### config.mk
export PLATFORM = sky130hd
export DESIGN_NAME = alu_op_sequencer
export DESIGN_NICKNAME = d
export VERILOG_FILES = /design/src/rtl/alu_op_sequencer.sv
export SDC_FILE = /design/constraint.sdc
export NUM_CORES = 1
export LEC_CHECK = 0
export CAP_MARGIN = 10
export CORE_MARGIN = 5
export CORE_UTILIZATION = 55
export DETAILED_ROUTE_END_ITERATION = 16
export PLACE_DENSITY = 0.77
export RECOVER_POWER = 50
export SLEW_MARGIN = 30
export SYNTH_ARGS = -nofsm -noshare
export SYNTH_HDL_FRONTEND = slang
export SYNTH_SLANG_ARGS = --single-unit
### constraint.sdc
create_clock -name CLOCK_50 -period 2.9 [get_ports CLOCK_50]
set_input_delay 0.58 -clock CLOCK_50 [delete_from_list [all_inputs] [get_ports CLOCK_50]]
set_output_delay 0.58 -clock CLOCK_50 [all_outputs]
set_load 0.02 [all_outputs]
### src/rtl/alu_op_sequencer.sv
// Board-level ALU sequencer: latches operand A and an opcode on a rising Go, runs
// the operation against the low half of the accumulator and pulses Done on write-back.
module alu_op_sequencer #(
  parameter int WIDTH = 4
) (
  input  logic               CLOCK_50,
  input  logic               Reset,
  input  logic [WIDTH-1:0]   Data,
  input  logic [2:0]         Function,
  input  logic               Go,
  output logic [2*WIDTH-1:0] Result,
  output logic               Busy,
  output logic               Done,
  output logic               OpErr,
  output logic [1:0]         dbg_state
);

  localparam int SW = (WIDTH > 1) ? $clog2(WIDTH) : 1;
  localparam logic [SW-1:0] LAST_STEP = SW'(WIDTH - 1);

  // Handshake: Go is a level; an op starts only on its rising edge while idle.
  // Busy covers the cycle after start through the Done cycle inclusive.
  typedef enum logic [1:0] {
    S_IDLE = 2'd0,
    S_EXEC = 2'd1,
    S_MUL  = 2'd2
  } state_t;

  state_t             state_q, state_d;
  logic [SW-1:0]      step_q, step_d;
  logic [WIDTH-1:0]   a_q, a_d;
  logic [WIDTH-1:0]   b_q, b_d;
  logic [2:0]         f_q, f_d;
  logic [2*WIDTH-1:0] p_q, p_d;
  logic [2*WIDTH-1:0] result_q, result_d;
  logic               busy_q, busy_d;
  logic               done_q, done_d;
  logic               operr_q, operr_d;
  logic               go_q, go_d;

  logic               go_rise;
  logic [2*WIDTH-1:0] a_ext, b_ext, addend;

  always_comb begin
    state_d  = state_q;
    step_d   = step_q;
    a_d      = a_q;
    b_d      = b_q;
    f_d      = f_q;
    p_d      = p_q;
    result_d = result_q;
    operr_d  = operr_q;
    done_d   = 1'b0;
    go_d     = Go;
    go_rise  = Go & ~go_q;
    a_ext    = {{WIDTH{1'b0}}, a_q};
    b_ext    = {{WIDTH{1'b0}}, b_q};
    addend   = b_q[step_q] ? (a_ext << step_q) : '0;

    case (state_q)
      S_IDLE: begin
        if (go_rise) begin
          a_d     = Data;
          f_d     = Function;
          b_d     = result_q[WIDTH-1:0];
          state_d = S_EXEC;
        end
      end
      S_EXEC: begin
        state_d = S_IDLE;
        done_d  = 1'b1;
        operr_d = 1'b0;
        case (f_q)
          3'd0: result_d = a_ext + b_ext;
          3'd1: result_d = a_ext - b_ext;
          3'd2: begin
            p_d     = '0;
            step_d  = '0;
            state_d = S_MUL;
            done_d  = 1'b0;
            operr_d = operr_q;
          end
          3'd3: result_d = {a_q, b_q};
          3'd4: result_d = {a_q ^ b_q, a_q | b_q};
          3'd7: result_d = '0;
          default: operr_d = 1'b1;
        endcase
      end
      S_MUL: begin
        // The last partial product goes straight to Result so P never shows.
        if (step_q == LAST_STEP) begin
          result_d = p_q + addend;
          done_d   = 1'b1;
          operr_d  = 1'b0;
          state_d  = S_IDLE;
        end else begin
          p_d    = p_q + addend;
          step_d = step_q + 1'b1;
        end
      end
      default: state_d = S_IDLE;
    endcase

    busy_d = (state_d != S_IDLE) | done_d;
  end

  always_ff @(posedge CLOCK_50) begin
    if (Reset) begin
      state_q  <= S_IDLE;
      step_q   <= '0;
      a_q      <= '0;
      b_q      <= '0;
      f_q      <= '0;
      p_q      <= '0;
      result_q <= '0;
      busy_q   <= 1'b0;
      done_q   <= 1'b0;
      operr_q  <= 1'b0;
      go_q     <= 1'b1;
    end else begin
      state_q  <= state_d;
      step_q   <= step_d;
      a_q      <= a_d;
      b_q      <= b_d;
      f_q      <= f_d;
      p_q      <= p_d;
      result_q <= result_d;
      busy_q   <= busy_d;
      done_q   <= done_d;
      operr_q  <= operr_d;
      go_q     <= go_d;
    end
  end

  assign Result    = result_q;
  assign Busy      = busy_q;
  assign Done      = done_q;
  assign OpErr     = operr_q;
  assign dbg_state = state_q;

endmodule
==> results.yml <==
cts:
  holdBufCountCts: 0
  cts_max_level: 2
  cts-buffers-inserted: 5
  clock_latency_ns: 0.30
  path_clk_slew_ns: 0.08
  cts-root-buf: "clkbuf_8"
  cts.sinks: 35
  cts_tree: "done"
  clockBufferDepth: 2
  post_cts_buffers: 0
critical_path:
  critPathMaxFanout: 6
  startpoint_type: "flop"
  path_class: "reg -> reg"
  cp.required_ns: 3.12
  max_stage_delay_ns: 0.46
  end_kind: "flop"
  crit_path_top_delay_cell: "or3b_2"
  arrival_ns: 2.87
  cp_num_buf_inv: 1
  path_cells: "inv_1 -> or3_1 -> a21oi_1 -> ha_1 -> a21o_1 -> a21oi_2 -> o31a_1 -> or3b_2 -> a41oi_1"
  cp_top_family: "compound AO/OA/AOI/OAI gates"
place:
  place_congestion: 1.03
  hpwl_mm: 4.73
  io_buffers: 22
  post-place-cells: 379
  dpl_cell_area_um2: 2810
  dp_slack_ns: 0.245
logic_synthesis:
  synth_compound_area_share_pct: 24.1
  yosys.area_share.adder_pct: 14.1
  synthCells: 317
  syn_nets: 354
  avgSynthCellArea_um2: 8.06
  synth_mux_area_share_pct: 2.99
  synth_area_leaders: "dfxtp_1, ha_1, a21oi_1"
  ys_async_sr_fraction_pct: 0
  ys_seq_area_share_pct: 27.4
  synthFlopType: "dfxtp_1"
  ys_types: 63
  syn-cell-area_um2: 2560
  ys_ff_latch: 35
  synth_edf_count: 0
  synthTopCellsByCount: "nand2_1, a21oi_1, dfxtp_1"
  synth_top_family_by_area: "compound AO/OA/AOI/OAI gates"
  synthXorXnorAreaFrac_pct: 2.06
  yosys.area_share.simple_pct: 23.0
  yosys_warnings: 0
  synthMostInstantiatedCell: "nand2_1"
  synth_top_area_share_pct: 27.4
  synth_area_leader_cell: "dfxtp_1"
power:
  vdd_ir_drop_max_mv: 0.305
  netSwitchingPower_uw: 290
  leakage_uw: 0.00114
  power_density_nw_per_um2: 385
  p_comb_share_pct: 12.7
  internal_power_uw: 834
  power_frac_seq_pct: 45.2
  clockPowerShare_pct: 42.1
  swShare_pct: 25.8
routing:
  drt_pre_antenna_iters: 5
  vias_per_cell: 6.06
  routed_wl_mm: 6.33
  final_antenna_net_count: 0
  drt_iter0_drc: 148
  vias: 2345
  drc_errors: 0
  routedWlPerCell_um: 16.4
final_layout:
  fin_nets: 371
  stdcell_count: 387
  multi_input_area_um2: 1690
  syn_to_final_growth_pct: 14.3
  layout.area.seq_um2: 702
  layout-drive-gt1-share_pct: 8.66
  num-fill-cells: 393
  final_util_pct: 65.8
  final_area_um2: 2920
  antennaDiodeCount: 0
floorplanning:
  fp.dieW_um: 78.2
  ios: 23
  chipHeight_um: 78.2
  rows: 24
  start_util_pct: 57.5
  core_um2: 4440
  die-area_um2: 6110
timing:
  relSlewSlack_pct: 42.9
  final.setup.tns_ns: 0
  final.period_utilization_pct: 91.4
  setup_violations: 0
  drv_slew: 0
  hold_violations: 0
  worst_pin_slew_ns: 0.856
  finClkSkew_ns: 0.00575
  fmax_ghz: 0.377
  grt_setup_unrepaired: "false"
  period_minus_slack_ns: 2.65
  worst_slack_ns: 0.249
global_routing:
  antenna_found_initial: 0
  grt_pass1_vias: 2238
  overflow: 0
  grt_pass1_wl_mm: 10.8
  grt_max_degree: 26
  grt_use_total_pct: 21.9
job:
  maxCapViolCount: 0
worst_hold_path:
  hold_path_class: "reg -> reg"
run_status:
  status: "finished, final reports clean"
==> cell usage in the layout, fill, tap and decap left out, drive strengths merged, types with 8 or more instances in the layout <==
cell           instances
a21oi                 38
clkdlybuf4s50         10
dfxtp                 35
dlygate4sd3           12
ha                    24
inv                   19
nand2                 42
nand2b                 8
nor2                  17
o21ai                 14
==> routing by layer <==
| metal | GRT usage (%) | part of all wire [%] | up-vias |
|---|---|---|---|
| met5 | 0 | 0 | - |
| met4 | 7.69 | 1.6 | 0 |
| met3 | 4.69 | 6.5 | 11 |
| met2 | 36.1 | 47 | 79 |
| met1 | 28.4 | 45 | 1103 |
| li1 | - | - | 1152 |
==> path summary, 6_finish.rpt <==
| check | start | to | slack [ns] | cells after the start |
|---|---|---|---|---|
| max reg2reg | b_q[0] | Result[7] | 0.25 | 9 |
| max | b_q[0] | Result[7] | 0.25 | 9 |
| min reg2reg | p_q[0] | p_q[0] | 0.47 | 2 |
| min | p_q[0] | p_q[0] | 0.47 | 2 |
==> cell type report <==
cell class                      instances  share of cell area, %
Multi-Input combinational cell        243                   57.8
Clock inverter                          2                   1.20
Inverter                               19                   2.44
Sequential cell                        35                   24.0
Tap cell                               52                   2.23
Clock buffer                            6                   2.83
Timing Repair Buffer                   30                   9.46
==> power groups by stage <==
stage / registers [uW] / clock network [uW] / logic (uW)
6_report: 509 / 474 / 143
5_1_grt: 511 / 488 / 158
4_1_cts: 509 / 474 / 146
3_5_place_dp: 520 / 0 / 146
3_3_place_gp: 520 / 0 / 144
2_1_floorplan: 525 / 0 / 86.7
==> flip-flops by register name (all words and copies together), names as in the netlist <==
register / flops
OpErr: 1
b_q: 4
go_q: 1
Result: 8
dbg_state: 2
p_q: 8
Done: 1
a_q: 4
Busy: 1
f_q: 3
step_q: 2
==> cells by family after synthesis <==
| logic type | after synthesis |
|---|---|
| fa+ha+maj | 27 |
| buf+inv | 39 |
| simple gates | 111 |
| xor+xnor | 6 |
| compound gates | 93 |
| mux | 6 |
| flops | 35 |
==> repair_timing <==
action | CTS | global route
hold endpoints to repair | 0 | 0
gates resized for setup | 0 | 2
setup endpoints to repair | 0 | 3
==> worst reg2reg max path, stage by stage (launching register included) <==
cell	delay, ns
dfxtp_1	0.45
inv_1	0.12
or3_1	0.37
a21oi_1	0.25
ha_1	0.20
a21o_1	0.10
a21oi_2	0.07
o31a_1	0.33
or3b_2	0.46
a41oi_1	0.23
==> metrics by stage <==
| step | power [uW] | hold WS [ns] |
|---|---|---|
| after detailed placement | 666 | 0.461 |
| final | 1120 | 0.467 |
| after floorplan | 612 | 0.436 |
| after CTS | 1130 | 0.472 |
| after global routing | 1160 | 0.497 |
| after global placement | 664 | 0.450 |
No activity file was read; power rests on OpenSTA's default activity.
